==> config.mk <==
export PLATFORM = sky130hd
export DESIGN_NAME = key_cmd_scheduler
export DESIGN_NICKNAME = d
export VERILOG_FILES = /design/src/rtl/key_cmd_pkg.sv /design/src/rtl/key_cmd_player_track.sv /design/src/rtl/key_cmd_scheduler.sv
export SDC_FILE = /design/constraint.sdc
export NUM_CORES = 1
export LEC_CHECK = 0
export BUFFER_PORTS_ARGS = -buffer_cell sky130_fd_sc_hd__buf_2
export CORE_MARGIN = 2
export CORE_UTILIZATION = 51
export DETAILED_ROUTE_END_ITERATION = 10
export GPL_TIMING_DRIVEN = 0
export PLACE_DENSITY = 0.68
export REMOVE_ABC_BUFFERS = 1
export SYNTH_ARGS = -nofsm -noshare
export SYNTH_HDL_FRONTEND = slang
export SYNTH_SLANG_ARGS = --single-unit
==> constraint.sdc <==
create_clock -name clk -period 2.3 [get_ports clk]
set_input_delay 0.345 -clock clk [delete_from_list [all_inputs] [get_ports clk]]
set_output_delay 0.345 -clock clk [all_outputs]
set_load 0.02 [all_outputs]
==> src/rtl/key_cmd_pkg.sv <==
// Shared types and key decoding helpers for the keypad command scheduler.
package key_cmd_pkg;

    typedef enum logic [2:0] {
        UP    = 3'd0,
        LEFT  = 3'd1,
        DOWN  = 3'd2,
        RIGHT = 3'd3,
        FIRE  = 3'd4
    } cmd_op_t;

    typedef enum logic {
        IDLE  = 1'b0,
        OFFER = 1'b1
    } arb_state_t;

    localparam logic [3:0] KEY_UP    = 4'd0;
    localparam logic [3:0] KEY_LEFT  = 4'd1;
    localparam logic [3:0] KEY_DOWN  = 4'd2;
    localparam logic [3:0] KEY_RIGHT = 4'd3;
    localparam logic [3:0] KEY_A     = 4'd4;
    localparam logic [3:0] KEY_W     = 4'd5;
    localparam logic [3:0] KEY_S     = 4'd6;
    localparam logic [3:0] KEY_D     = 4'd7;
    localparam logic [3:0] KEY_SPACE = 4'd8;
    localparam logic [3:0] KEY_ENTER = 4'd9;

    // P1 owns the w/a/s/d + space cluster, everything else belongs to P0
    function automatic logic key_to_player(input logic [3:0] k);
        return (k >= KEY_A) && (k <= KEY_SPACE);
    endfunction

    function automatic cmd_op_t key_to_op(input logic [3:0] k);
        cmd_op_t op;
        op = FIRE;
        case (k)
            KEY_UP,    KEY_W: op = UP;
            KEY_LEFT,  KEY_A: op = LEFT;
            KEY_DOWN,  KEY_S: op = DOWN;
            KEY_RIGHT, KEY_D: op = RIGHT;
            default:          op = FIRE;
        endcase
        return op;
    endfunction

endpackage

==> src/rtl/key_cmd_player_track.sv <==
// Per-player move auto-repeat and fire cooldown tracker.
// KEY_CMD_STATS_EN adds drop_inc, flagging set requests that hit an already-set pending flag.
module key_cmd_player_track
    import key_cmd_pkg::*;
#(
    parameter int REPEAT_TICKS  = 8,
    parameter int FIRE_COOLDOWN = 30,
    parameter int CD_W          = 6
) (
    input  logic    clk,
    input  logic    reset,
    input  logic    press_dir,
    input  logic    press_fire,
    input  logic    release_dir,
    input  cmd_op_t press_op,
    input  cmd_op_t release_op,
    input  logic    frame_tick,
    input  logic    offer_move,
    input  logic    clr_move,
    input  logic    clr_fire,
    output logic    move_pend,
    output logic    fire_pend,
    output cmd_op_t held_dir
`ifdef KEY_CMD_STATS_EN
    ,
    output logic [1:0] drop_inc
`endif
);

    logic            held;
    logic            move_rearm;
    logic [CD_W-1:0] rpt_cnt;
    logic [CD_W-1:0] cd_cnt;
    logic            rel_hit;
    logic            rpt_evt;
    logic            set_move;
    logic            set_fire;

    assign rel_hit  = release_dir && held && (release_op == held_dir);
    assign rpt_evt  = held && frame_tick && !press_dir && !rel_hit && (rpt_cnt == CD_W'(1));
    assign set_move = press_dir || rpt_evt;
    assign set_fire = press_fire && (cd_cnt == '0);

`ifdef KEY_CMD_STATS_EN
    assign drop_inc = {set_fire && fire_pend && !clr_fire,
                       set_move && move_pend && !clr_move && (!offer_move || move_rearm)};
`endif

    always_ff @(posedge clk or posedge reset) begin
        if (reset) begin
            held       <= 1'b0;
            held_dir   <= UP;
            rpt_cnt    <= '0;
            cd_cnt     <= '0;
            move_pend  <= 1'b0;
            move_rearm <= 1'b0;
            fire_pend  <= 1'b0;
        end else begin
            if (press_dir) begin
                held     <= 1'b1;
                held_dir <= press_op;
                rpt_cnt  <= CD_W'(REPEAT_TICKS);
            end else if (rel_hit) begin
                held <= 1'b0;
            end else if (held && frame_tick) begin
                rpt_cnt <= (rpt_cnt == CD_W'(1)) ? CD_W'(REPEAT_TICKS) : rpt_cnt - CD_W'(1);
            end

            // a move request arriving while this player's move is on the channel survives its acceptance
            if (clr_move) begin
                move_pend  <= set_move || move_rearm;
                move_rearm <= 1'b0;
            end else if (set_move) begin
                move_pend <= 1'b1;
                if (move_pend && offer_move)
                    move_rearm <= 1'b1;
            end

            if (set_fire)
                fire_pend <= 1'b1;
            else if (clr_fire)
                fire_pend <= 1'b0;

            if (clr_fire)
                cd_cnt <= CD_W'(FIRE_COOLDOWN);
            else if (frame_tick && (cd_cnt != '0))
                cd_cnt <= cd_cnt - CD_W'(1);
        end
    end

endmodule

==> src/rtl/key_cmd_scheduler.sv <==
// Keypad-to-command scheduler: two player trackers round-robin arbitrated onto one valid/ready channel.
// Build option KEY_CMD_STATS_EN adds the saturating drop_count output.
module key_cmd_scheduler
    import key_cmd_pkg::*;
#(
    parameter int REPEAT_TICKS  = 8,
    parameter int FIRE_COOLDOWN = 30,
    parameter int CD_W          = 6
) (
    input  logic       clk,
    input  logic       reset,
    input  logic [3:0] key,
    input  logic       keyIsValid,
    input  logic       frame_tick,
    output logic       cmd_valid,
    input  logic       cmd_ready,
    output logic       cmd_player,
    output logic [2:0] cmd_op
`ifdef KEY_CMD_STATS_EN
    ,
    output logic [7:0] drop_count
`endif
);

    logic [3:0] key_p0, key_p1;
    logic       vld_p0, vld_p1;

    // p0: registered decoder inputs, p1: previous sample for edge/change detection
    always_ff @(posedge clk or posedge reset) begin
        if (reset) begin
            key_p0 <= '0;
            key_p1 <= '0;
            vld_p0 <= 1'b0;
            vld_p1 <= 1'b0;
        end else begin
            key_p0 <= key;
            vld_p0 <= keyIsValid;
            key_p1 <= key_p0;
            vld_p1 <= vld_p0;
        end
    end

    logic       press_evt, release_evt;
    cmd_op_t    press_op, rel_op;
    logic [1:0] press_sel, rel_sel, cmd_sel;
    logic [1:0] press_dir_v, press_fire_v, rel_dir_v;
    logic [1:0] offer_mv_v, clr_mv_v, clr_fi_v;
    logic [1:0] move_pend, fire_pend, req;
    cmd_op_t    held_dir [2];
    arb_state_t state;
    logic       rr_ptr, accept, sel;
    cmd_op_t    sel_op;

    assign press_evt   = vld_p0 && (key_p0 <= KEY_ENTER) && (!vld_p1 || (key_p0 != key_p1));
    assign release_evt = vld_p1 && !vld_p0 && (key_p1 <= KEY_ENTER);
    assign press_op    = key_to_op(key_p0);
    assign rel_op      = key_to_op(key_p1);
    assign press_sel   = key_to_player(key_p0) ? 2'b10 : 2'b01;
    assign rel_sel     = key_to_player(key_p1) ? 2'b10 : 2'b01;
    assign cmd_sel     = cmd_player ? 2'b10 : 2'b01;

    assign press_dir_v  = press_sel & {2{press_evt && (press_op != FIRE)}};
    assign press_fire_v = press_sel & {2{press_evt && (press_op == FIRE)}};
    assign rel_dir_v    = rel_sel & {2{release_evt && (rel_op != FIRE)}};
    assign accept       = (state == OFFER) && cmd_ready;
    assign offer_mv_v   = cmd_sel & {2{(state == OFFER) && (cmd_op != FIRE)}};
    assign clr_mv_v     = offer_mv_v & {2{accept}};
    assign clr_fi_v     = cmd_sel & {2{accept && (cmd_op == FIRE)}};

`ifdef KEY_CMD_STATS_EN
    logic [1:0] drop_inc [2];
`endif

    for (genvar p = 0; p < 2; p++) begin : g_trk
        key_cmd_player_track #(
            .REPEAT_TICKS (REPEAT_TICKS),
            .FIRE_COOLDOWN(FIRE_COOLDOWN),
            .CD_W         (CD_W)
        ) u_trk (
            .clk        (clk),
            .reset      (reset),
            .press_dir  (press_dir_v[p]),
            .press_fire (press_fire_v[p]),
            .release_dir(rel_dir_v[p]),
            .press_op   (press_op),
            .release_op (rel_op),
            .frame_tick (frame_tick),
            .offer_move (offer_mv_v[p]),
            .clr_move   (clr_mv_v[p]),
            .clr_fire   (clr_fi_v[p]),
            .move_pend  (move_pend[p]),
            .fire_pend  (fire_pend[p]),
            .held_dir   (held_dir[p])
`ifdef KEY_CMD_STATS_EN
            ,
            .drop_inc   (drop_inc[p])
`endif
        );
    end

    assign req = move_pend | fire_pend;

    always_comb begin
        sel = rr_ptr;
        if (req == 2'b01)
            sel = 1'b0;
        else if (req == 2'b10)
            sel = 1'b1;
        sel_op = fire_pend[sel] ? FIRE : held_dir[sel];
    end

    // arbiter: latch one player's command, hold it stable until accepted
    always_ff @(posedge clk or posedge reset) begin
        if (reset) begin
            state      <= IDLE;
            cmd_valid  <= 1'b0;
            cmd_player <= 1'b0;
            cmd_op     <= '0;
            rr_ptr     <= 1'b0;
        end else begin
            case (state)
                IDLE: if (req != 2'b00) begin
                    cmd_player <= sel;
                    cmd_op     <= sel_op;
                    cmd_valid  <= 1'b1;
                    state      <= OFFER;
                end
                OFFER: if (cmd_ready) begin
                    cmd_valid <= 1'b0;
                    rr_ptr    <= ~cmd_player;
                    state     <= IDLE;
                end
                default: state <= IDLE;
            endcase
        end
    end

`ifdef KEY_CMD_STATS_EN
    function automatic logic [7:0] sat_add8(input logic [7:0] a, input logic [2:0] b);
        logic [8:0] s;
        s = {1'b0, a} + 9'(b);
        return s[8] ? 8'hFF : s[7:0];
    endfunction

    logic [2:0] drop_sum;
    assign drop_sum = 3'(drop_inc[0][0]) + 3'(drop_inc[0][1]) + 3'(drop_inc[1][0]) + 3'(drop_inc[1][1]);

    always_ff @(posedge clk or posedge reset) begin
        if (reset)
            drop_count <= '0;
        else
            drop_count <= sat_add8(drop_count, drop_sum);
    end
`endif

endmodule
==> flow_metrics.tcl <==
set metrics [dict create \
    status "finished, final reports clean" \
    grt_usage_pct 21.5 \
    fin_setup_tns_ns 0 \
    synth_seq_cells 55 \
    fin_crit_ns 2.14 \
    syn_area_per_cell_sq_um 9.61 \
    gp_congestion 0.821 \
    setup_viol 0 \
    num-nets-final 341 \
    cts-root-buf "clkbuf_8" \
    netlist.area_leader.share_pct 47.1 \
    post_drt_wl_per_cell_microns 15.4 \
    synth_top_area_cell "dfrtp_1" \
    cap_violations 0 \
    worst_slack_ns 0.156 \
    cpMostUsedCell "or3_1" \
    fmax_ghz 0.466 \
    yosysWarnings 0 \
    synthFlopType "dfrtp_1" \
    critPathKind "flop to flop" \
    cts_setup_buffers 0 \
    grt_pass1_wl_mm 10.7 \
    cts.sinks 55 \
    cts_tree "done" \
    cp_slowest_cell "dfrtp_2" \
    drc 0 \
    cpPeakStageDelay_ns 0.42 \
    drt_first_iter_violations 194 \
    clockBufferDepth 2 \
    cts.reportedPaths.clkPinSlew_ns 0.10 \
    pre_cts_slack_ns 0.0776 \
    worst_pin_slew_ns 0.584 \
    critPathMaxFanout 5 \
    initial_utilization_pct 53.1 \
    max_slew_margin_pct 60.7 \
    synthCells 304 \
    p_leak_nw 1.42 \
    vdd_ir_drop_max_uv 546 \
    holdBufCountCts 0 \
    multi_input_area_sq_mm 0.00144 \
    dp_hpwl_mm 4.47 \
    cp-startpoint "key_p1[1]$_DFF_PP0_" \
    core_area_sq_mm 0.00551 \
    crit_arrival_ns 2.33 \
    wl_mm 6.03 \
    drive_above_1_share_pct 10.7 \
    hold_slack_ns 0.0127 \
    synth_cell_types 53 \
    seq_area_sq_mm 0.00138 \
    synth_edf_count 0 \
    antenna_cells 0 \
    r2r-start "key_p1[1]$_DFF_PP0_" \
    firstDrtPassIters 4 \
    fin_worst_skew_ns 0.0107 \
    grt_pass1_vias 2330 \
    critical_path_required_ns 2.49 \
    h-tree-depth 2 \
    io_pins 14 \
    vias 2290 \
    fillers 527 \
    synthArstFlopShare_pct 100 \
    viasPerCell 5.86 \
    p_per_area_mw_per_mm2 1040 \
    fin_util_pct 57.4 \
    finalCritPeriodShare_pct 93.2 \
    antenna_found_initial 0 \
    ant_nets 0 \
    io_buffers 13 \
    syn_area_sq_mm 0.00292 \
    dieHeight_microns 79.7 \
    cts_buffers 5 \
    rsz0062_at_grt "no" \
    synth_area_leaders "dfrtp_1 (47%), ha_1 (5.6%), nand2_1 (3.6%)" \
    hold_violations 0 \
    cp-end-kind "flop" \
    grt-ovfl-total 0 \
    areaGrowthSynthToFinish_pct 8.22 \
    hold_class "input pin to asynchronous set/reset pin" \
    setup.worst_path.start_class "flop" \
    fp.dieArea_sq_mm 0.00635 \
    die_w_microns 79.7 \
    grt_max_degree 38 \
    seq_area_frac_synth_pct 47.1 \
    crit_chain "inv_1 -> ha_1 -> nor2b_2 -> or3_1 -> a211oi_2 -> nor4_1 -> or3_1" \
    num_rows 27 \
    rrSetupSlack_ns 0.16 \
    maxSlewViolCount 0 \
    insertion_delay_ns 0.31 \
]
[where the power goes]
| part | leakage [nW] | switching, mW | internal, mW | total (mW) |
|---|---|---|---|---|
| clock | 0.0470 | 0.305 | 0.237 | 0.542 |
| combinational | 0.712 | 0.638 | 0.524 | 1.16 |
| sequential | 0.666 | 0.313 | 1.26 | 1.58 |
| total | 1.42 | 1.26 | 2.02 | 3.28 |
[per-stage QoR]
stage	cells	power, mW	instance area, sq um
after global routing	391	3.57	3160
after detailed placement	384	2.76	3060
after global placement	383	2.69	3040
after floorplan	298	2.44	2890
after CTS	391	3.30	3150
final	391	3.28	3160
[metal layers]
metal / track usage [%] / share of wire [%]
met1: 27.8 / 46
met2: 36.2 / 49
met3: 4.07 / 2.8
met4: 7.24 / 2.2
met5: 0 / 0
[path summary, 6_finish.rpt]
check | end | cells past startpoint
worst max-delay path | g_trk[1].u_trk.rpt_cnt[3]$_DFFE_PP0P_ | 7
worst min-delay path | vld_p1$_DFF_PP0_ | 2
worst max register to register | g_trk[1].u_trk.rpt_cnt[3]$_DFFE_PP0P_ | 7
worst min register to register | key_p1[3]$_DFF_PP0_ | 0
max in group asynchronous | g_trk[1].u_trk.rpt_cnt[5]$_DFFE_PP0P_ | 3
min in group clk | vld_p0$_DFF_PP0_ | 1
[cell families after synthesis]
family	synth area share [%]
compound gates	14.6
mux	2.10
buf+inv	3.98
fa+ha+maj	5.57
flops	47.1
xor+xnor	3.60
simple gates	23.0
[final cells by class]
type	count	share of cell area, %
Clock inverter	1	0.158
Clock buffer	6	2.61
Inverter	22	2.61
Tap cell	72	2.85
Multi-Input combinational cell	221	45.5
Sequential cell	55	43.6
Timing Repair Buffer	14	2.69
[what timing repair did]
item / 4_1_cts / 5_1_grt
resized for setup: 0 / 4
endpoints found under the hold margin: 0 / 0
setup endpoints to repair: 0 / 4
[sequential cells by signal, indices dropped and copies added, names as in the netlist]
signal,cells
cmd_op,3
cmd_player,1
cmd_valid,1
g_trk.u_trk.cd_cnt,12
g_trk.u_trk.fire_pend,2
g_trk.u_trk.held,2
g_trk.u_trk.held_dir,6
g_trk.u_trk.move_pend,2
g_trk.u_trk.move_rearm,2
g_trk.u_trk.rpt_cnt,12
key_p0,4
key_p1,4
rr_ptr,1
state,1
vld_p0,1
vld_p1,1
[cell usage in the layout, fill, tap and decap left out, types with 3 or more instances in the layout]
cell and count:
dfrtp_1 54, nand2_1 28, nor2_1 25, inv_1 19, o21ai_0 14, a21oi_1 13, ha_1 13, buf_2 13
nor3_1 12, xor2_1 10, nand4_1 10, nand3_1 8, nand2b_1 7, or3_1 7, clkbuf_8 6, nor2b_1 5
o21a_1 5, nor4_1 5, and2_1 5, o31ai_1 5, mux2i_1 5, a211oi_1 4, inv_2 3, o211ai_1 3
a31oi_1 3
[critical path, delay by kind of cell, from the launching register on]
| kind | cells | cell delay, ns |
|---|---|---|
| flops | 1 | 0.42 |
| fa+ha+maj | 1 | 0.29 |
| compound gates | 1 | 0.41 |
| simple gates | 4 | 0.85 |
| buf+inv | 1 | 0.07 |
[synthesized netlist by cell type (2+ instances only)]
library cell,instances
dfrtp_1,55
nand2_1,28
nor2_1,25
inv_1,20
o21ai_0,14
a21oi_1,13
ha_1,13
nor3_1,12
nand4_1,10
xor2_1,10
nand3_1,8
nand2b_1,7
or3_1,7
nor2b_1,6
and2_1,5
mux2i_1,5
nor4_1,5
o21a_1,5
o31ai_1,5
a211oi_1,4
clkbuf_1,4
a31oi_1,3
o211ai_1,3
a211o_1,2
a41oi_1,2
and3_1,2
inv_2,2
nor3b_1,2
or4_1,2
xnor2_1,2
Note: power is estimated with default switching activity, not from simulation.
